$ cat config.mk
export PLATFORM = sky130hd
export DESIGN_NAME = bin_to_seg_display
export DESIGN_NICKNAME = d
export VERILOG_FILES = /design/src/rtl/calc_pkg.sv /design/src/rtl/seg7_digit.sv /design/src/rtl/bin_to_seg_display.sv
export SDC_FILE = /design/constraint.sdc
export NUM_CORES = 1
export LEC_CHECK = 0
export ABC_AREA = 1
export BUFFER_PORTS_ARGS = -buffer_cell sky130_fd_sc_hd__buf_2
export CAP_MARGIN = 0
export CORE_UTILIZATION = 35
export CTS_BUF_LIST = sky130_fd_sc_hd__clkbuf_8
export CTS_CLUSTER_SIZE = 25
export DETAILED_ROUTE_END_ITERATION = 6
export GPL_ROUTABILITY_DRIVEN = 0
export GPL_TIMING_DRIVEN = 0
export PLACE_DENSITY = 0.63
export SLEW_MARGIN = 20
export SYNTH_ARGS = -nofsm -noshare
export SYNTH_HDL_FRONTEND = slang
export SYNTH_HIERARCHICAL = 1
export SYNTH_SLANG_ARGS = --single-unit
$ cat constraint.sdc
create_clock -name CLK -period 2.2 [get_ports CLK]
set_input_delay 0 -clock CLK [delete_from_list [all_inputs] [get_ports CLK]]
set_output_delay 0 -clock CLK [all_outputs]
set_load 0.02 [all_outputs]
$ cat src/rtl/calc_pkg.sv
// Shared definitions for the calculator display path: converter FSM states
// and active-low seven-segment encodings (bit 0 = segment a ... bit 6 = g).
package calc_pkg;

  // Conversion sequencer states
  typedef enum logic [1:0] {
    IDLE  = 2'd0,
    LOAD  = 2'd1,
    SHIFT = 2'd2,
    DONE  = 2'd3
  } state_t;

  // Special glyphs, active low
  localparam logic [6:0] SEG_BLANK = 7'h7F;  // all segments off
  localparam logic [6:0] SEG_MINUS = 7'h3F;  // g only
  localparam logic [6:0] SEG_E     = 7'h06;  // a, d, e, f, g

  // Digit glyphs 0-9, active low; element [n] is the glyph for digit n
  localparam logic [9:0][6:0] SEG_DIGIT = {
    7'h10,  // 9
    7'h00,  // 8
    7'h78,  // 7
    7'h02,  // 6
    7'h12,  // 5
    7'h19,  // 4
    7'h30,  // 3
    7'h24,  // 2
    7'h79,  // 1
    7'h40   // 0
  };

endpackage

$ cat src/rtl/seg7_digit.sv
// One display digit: maps a BCD digit plus blank/minus/error controls to an
// active-low seven-segment pattern. Priority is error, minus, blank, digit.
module seg7_digit
  import calc_pkg::*;
(
  input  logic [3:0] i_digit,
  input  logic       i_blank,
  input  logic       i_minus,
  input  logic       i_err,
  output logic [6:0] o_seg
);

  // Select the glyph; non-BCD codes fall back to blank
  always_comb begin
    o_seg = SEG_BLANK;
    if (i_err) begin
      o_seg = SEG_E;
    end else if (i_minus) begin
      o_seg = SEG_MINUS;
    end else if (i_blank) begin
      o_seg = SEG_BLANK;
    end else if (i_digit <= 4'd9) begin
      o_seg = SEG_DIGIT[i_digit];
    end
  end

endmodule

$ cat src/rtl/bin_to_seg_display.sv
// Sequential binary-to-seven-segment display engine. A WIDTH-bit unsigned or
// two's-complement value is converted to DIGITS packed BCD digits with
// shift-and-add-3 (one bit per clock), then rendered as active-low segments
// with minus sign and overflow ("E") indication.
// Optional feature macro: LEADING_ZERO_BLANK_EN -- blanks leading zeros and
// floats the minus sign next to the most significant nonzero digit.
module bin_to_seg_display
  import calc_pkg::*;
#(
  parameter int WIDTH  = 40,
  parameter int DIGITS = 6
) (
  input  logic                  CLK,
  input  logic                  RSTn,
  input  logic                  start,
  input  logic                  signed_in,
  input  logic [WIDTH-1:0]      value,
  output logic                  busy,
  output logic                  done,
  output logic                  overflow,
  output logic [DIGITS*4-1:0]   bcd,
  output logic [DIGITS*7-1:0]   HEX
);

  localparam int CW = $clog2(WIDTH + 1);
  localparam int BW = DIGITS * 4;

  // Display shown out of reset: "0" in digit 0, other digits per build option
  function automatic logic [DIGITS*7-1:0] f_hex_reset();
    logic [DIGITS*7-1:0] h;
    h = '0;
    for (int i = 0; i < DIGITS; i++) begin
`ifdef LEADING_ZERO_BLANK_EN
      h[i*7 +: 7] = (i == 0) ? SEG_DIGIT[0] : SEG_BLANK;
`else
      h[i*7 +: 7] = SEG_DIGIT[0];
`endif
    end
    return h;
  endfunction

  localparam logic [DIGITS*7-1:0] HEX_RESET = f_hex_reset();

  state_t              r_state;
  logic [WIDTH-1:0]    r_value;
  logic                r_signed;
  logic                r_neg;
  logic [WIDTH-1:0]    r_mag;
  logic [BW-1:0]       r_work;
  logic                r_ovf;
  logic [CW-1:0]       r_cnt;
  logic                r_busy;
  logic                r_done;
  logic                r_overflow;
  logic [BW-1:0]       r_bcd;
  logic [DIGITS*7-1:0] r_hex;

  logic [BW-1:0]       w_adj;
  logic [BW-1:0]       w_work_next;
  logic [WIDTH-1:0]    w_mag_next;
  logic                w_ovf_next;
  logic                w_ovf_final;
  logic [DIGITS-1:0]   w_lead;
  logic [DIGITS-1:0]   w_minus;
  logic [DIGITS-1:0]   w_blank;
  logic [DIGITS-1:0]   w_err;
  logic [DIGITS*7-1:0] w_hex;

  // Add-3 correction on every digit that would exceed 9 after doubling
  genvar gi;
  generate
    for (gi = 0; gi < DIGITS; gi++) begin : g_adj
      assign w_adj[gi*4 +: 4] = (r_work[gi*4 +: 4] >= 4'd5) ?
                                (r_work[gi*4 +: 4] + 4'd3) : r_work[gi*4 +: 4];
    end
  endgenerate

  // One shift step of {bcd, mag}; a 1 leaving the top digit is a lost carry
  assign w_work_next = {w_adj[BW-2:0], r_mag[WIDTH-1]};
  assign w_mag_next  = {r_mag[WIDTH-2:0], 1'b0};
  assign w_ovf_next  = r_ovf | w_adj[BW-1];

  // A negative result needs the top digit free for the sign
  assign w_ovf_final = w_ovf_next | (r_neg & (w_work_next[BW-1 -: 4] != 4'd0));

`ifdef LEADING_ZERO_BLANK_EN
  logic [DIGITS-1:0] w_nz;
  logic [DIGITS-1:0] w_nz_above;

  // A digit is a leading zero when it and everything above it is zero;
  // the sign goes in the lowest leading-zero position
  generate
    for (gi = 0; gi < DIGITS; gi++) begin : g_lead
      assign w_nz[gi] = |w_work_next[gi*4 +: 4];
      if (gi == DIGITS - 1) begin : g_top
        assign w_nz_above[gi] = 1'b0;
      end else begin : g_below
        assign w_nz_above[gi] = |w_work_next[BW-1:(gi+1)*4];
      end
      if (gi == 0) begin : g_lsd
        assign w_lead[gi]  = 1'b0;
        assign w_minus[gi] = 1'b0;
      end else begin : g_upper
        assign w_lead[gi]  = ~w_nz[gi] & ~w_nz_above[gi];
        assign w_minus[gi] = r_neg & w_lead[gi] & ~w_lead[gi-1];
      end
    end
  endgenerate
`else
  // Every digit is shown; the sign always sits in the top digit
  generate
    for (gi = 0; gi < DIGITS; gi++) begin : g_lead
      assign w_lead[gi]  = 1'b0;
      assign w_minus[gi] = r_neg && (gi == DIGITS - 1);
    end
  endgenerate
`endif

  // Overflow overrides everything: E in the top digit, blanks below
  generate
    for (gi = 0; gi < DIGITS; gi++) begin : g_digit
      assign w_err[gi]   = w_ovf_final && (gi == DIGITS - 1);
      assign w_blank[gi] = w_ovf_final | w_lead[gi];

      seg7_digit u_seg7_digit (
        .i_digit (w_work_next[gi*4 +: 4]),
        .i_blank (w_blank[gi]),
        .i_minus (w_minus[gi] & ~w_ovf_final),
        .i_err   (w_err[gi]),
        .o_seg   (w_hex[gi*7 +: 7])
      );
    end
  endgenerate

  // Conversion sequencer; results are captured on the edge into DONE so they
  // are already visible while done is high
  always_ff @(posedge CLK or negedge RSTn) begin
    if (!RSTn) begin
      r_state    <= IDLE;
      r_value    <= '0;
      r_signed   <= 1'b0;
      r_neg      <= 1'b0;
      r_mag      <= '0;
      r_work     <= '0;
      r_ovf      <= 1'b0;
      r_cnt      <= '0;
      r_busy     <= 1'b0;
      r_done     <= 1'b0;
      r_overflow <= 1'b0;
      r_bcd      <= '0;
      r_hex      <= HEX_RESET;
    end else begin
      r_done <= 1'b0;
      case (r_state)
        IDLE: begin
          if (start) begin
            r_value  <= value;
            r_signed <= signed_in;
            r_busy   <= 1'b1;
            r_state  <= LOAD;
          end
        end
        LOAD: begin
          r_neg   <= r_signed & r_value[WIDTH-1];
          r_mag   <= (r_signed & r_value[WIDTH-1]) ? (~r_value + WIDTH'(1)) : r_value;
          r_work  <= '0;
          r_ovf   <= 1'b0;
          r_cnt   <= CW'(WIDTH);
          r_state <= SHIFT;
        end
        SHIFT: begin
          r_work <= w_work_next;
          r_mag  <= w_mag_next;
          r_ovf  <= w_ovf_next;
          r_cnt  <= r_cnt - CW'(1);
          if (r_cnt == CW'(1)) begin
            r_state    <= DONE;
            r_bcd      <= w_work_next;
            r_overflow <= w_ovf_final;
            r_hex      <= w_hex;
            r_done     <= 1'b1;
          end
        end
        DONE: begin
          r_busy  <= 1'b0;
          r_state <= IDLE;
        end
        default: r_state <= IDLE;
      endcase
    end
  end

  assign busy     = r_busy;
  assign done     = r_done;
  assign overflow = r_overflow;
  assign bcd      = r_bcd;
  assign HEX      = r_hex;

endmodule
==> metrics.cfg <==
[synthesis]
yosysTopAreaCell = dfrtp_1
ys.flop_type = dfrtp_1
synthTopCellsByCount = nand2_1 (447), inv_1 (229), dfrtp_1 (178), nand3_1 (158), o21ai_0 (90)
async_reset_ff_share_pct = 100
synth_top_area_share_pct = 40.5
synth_area_leaders = dfrtp_1 (40%), nand2_1 (15%), inv_1 (7.8%)
synth_edf_count = 0
synth_warnings = 6
synth.most_common_cell = nand2_1
synth_area_um2 = 11000
synth_seq_cells = 184
seq_area_frac_synth_pct = 41.9
synth_cell_type_count = 45
synth.avg_cell_area_um2 = 7.41
synth_cells = 1484

[cts]
cts_htree_levels = 4
clk_pin_slew_ps = 110
numCtsBuffers = 17
clockRootBuffer = clkbuf_8
cts_tree = done
cts.path.max_buffers = 2
clkLatencyLatePin_ps = 500
cts_sinks = 184

[hold_path]
hp-class = input port to async pin

[setup_path]
cp-start-kind = flip-flop
reg2reg_from = r_work[21]
worstPathMaxFanout = 6
startpoint = r_work[21]
timing.rr.end = HEX[41]
reg2reg_depth = 17
worstPathArrival_ps = 2580
end_kind = flip-flop
rrSetupSlack_ps = 50
required_ps = 2630
worstSetupPathType = flip-flop to flip-flop

[flow_run]
maxCapViolations = 0

[placement]
pre_cts_slack_ps = -831
port_buffers = 112
dp.cells = 2018
dp_hpwl_mm = 21.1

[sta]
layout_setup_ws_ps = 50.7
finalCritPeriodShare_pct = 97.7
finalSetupViolations = 0
totalNegativeSetupSlack_ps = 0
rsz0062_at_grt = yes
skew_ps = 23.0
min_period_ps = 2150
fmaxAchievable_mhz = 465
slew_violations = 0
hold_viol_final = 0
worstMarginPinSlew_ps = 939
max_slew_margin_pct = 37.2

[grt]
grt_overflow_total = 0
grt_usage_pct = 19.2
grt_antenna_before_repair = 0
first_global_vias = 9862
grt_max_degree = 80
grt_first_pass_wirelength_mm = 48.5

[floorplanning]
fp.coreArea_um2 = 30700
rows = 64
start_util_pct = 35.8
die_h_um = 179
dieArea_um2 = 32100
chipWidth_um = 179
io_pins = 113

[pwr]
power_uw = 17600
total_leakage_power_uw = 0.00704
pwr_density_cell_nw_per_um2 = 1250
vdd_drop_max_uv = 723

[layout]
nFillCells = 3079
fin_util_pct = 45.9
instances_no_fill = 2148
n_antenna_cell = 0
layout-drive-gt1-share_pct = 23.6
final_nets = 1833
area_growth_pct = 28.3

[route]
first_iter_violations = 624
routed_via_density = 4.71
final_antenna_net_count = 0
drt_pass1_iterations = 7
drc = 16
wire_per_inst_um = 14.3
vias = 10116
wirelength_mm = 30.7

[run_status]
violations = DRC
status = complete, but fails checks

## cell type report
class                           count  area [um^2]  share of cell area [%]
Multi-Input combinational cell   1030         5930                    42.0
Timing Repair Buffer              212         1500                    10.6
Clock buffer                       18          248                    1.76
Buffer                             48          243                    1.72
Tap cell                          396          495                    3.51
Sequential cell                   184         4620                    32.7
Clock inverter                     13          155                    1.10
Inverter                          247          927                    6.57
## metrics by stage
stage          cell area (um^2)  hold slack (ps)
6_report                  14100             78.3
2_1_floorplan             11100             -296
3_3_place_gp              12200              194
5_1_grt                   14100             66.6
4_1_cts                   13600             62.3
3_5_place_dp              12200            -70.3
## worst max path at each step
stage	end	slack [ps]
2_1_floorplan	HEX[39]	-40
6_report	HEX[41]	50
3_3_place_gp	r_value[32]	-1980
5_1_grt	HEX[41]	-70
3_5_place_dp	HEX[35]	-830
4_1_cts	HEX[35]	-10
## cells in the final DEF (no fill, tap or decap), drive strengths merged
cell         synthesis  final
nor2                97     97
clkinv               0      6
a31oi                4      4
clkinvlp             0      2
dfstp                6      6
o221ai               4      4
bufinv               0      3
dfrtp              178    178
a21oi               10     10
o21a                 4      4
ha                  49     49
a31o                 1      1
nand2              472    473
a21boi               1      1
a211oi               1      1
conb                 1     25
a22oi                1      1
o21bai              11     11
nor4                 1      1
o21ai               98     98
nand3b               5      5
clkbuf              17     35
nand3              167    167
buf                 31    199
nand4               12     12
o22ai               35     35
dlygate4sd3          0     44
o211ai               9      9
inv                247    249
xor2                16     16
or2                  2      2
nor3                 4      4
## per-layer routing
| layer | track usage [%] | vias up | part of all wire (%) |
|---|---|---|---|
| met4 | 6.48 | 0 | 2.1 |
| met1 | 24.3 | 4667 | 46 |
| met3 | 3.22 | 42 | 4.3 |
| li1 | - | 5159 | - |
| met5 | 0 | - | 0 |
| met2 | 32.8 | 248 | 48 |
## kinds of logic (layout without fill, tap and decap cells)
kind of cell,after synthesis,count (layout),share of synthesized area (%)
compound gates,179,179,9.65
xor+xnor,16,16,1.27
fa+ha+maj,49,49,5.57
buf+inv,295,538,10.6
flops,184,184,41.9
other cells,1,25,0.0341
simple gates,760,761,30.9
## flip-flops by register name (all words and copies together), names as in the netlist
signal and count:
r_state 2, r_signed 1, r_value 40, r_mag 40, HEX 42, r_cnt 6, busy 1, overflow 1
r_ovf 1, bcd 24, done 1, r_neg 1, r_work 24
## repair_timing
| action | 4_1_cts | 5_1_grt |
|---|---|---|
| endpoints found under the hold margin | 148 | 0 |
| resized for setup | 72 | 89 |
| cloned | 1 | 0 |
| pin swaps | 16 | 33 |
| setup buffers | 22 | 31 |
| hold buffers | 45 | 0 |
| setup endpoints to repair | 43 | 53 |
## critical path, cell delays in order (launching register included)
cell and delay, ps:
dfrtp_1 410, inv_2 100, ha_2 220, nand2_4 80
nand4_1 120, nand2_2 100, inv_2 90, nand3_2 90
nand2_4 130, buf_12 120, nand2_8 70, buf_4 140
inv_1 60, nand3_1 90, nand2_1 70, inv_1 50
nand2_1 70, nand2_1 50
## where the power goes
group	total, uW	internal (uW)	switching, uW
Combinational	10000	3550	6480
Sequential	5110	4390	729
Clock	2440	1140	1300
Total	17600	9080	8510
Power figures use the tool's default switching activity.
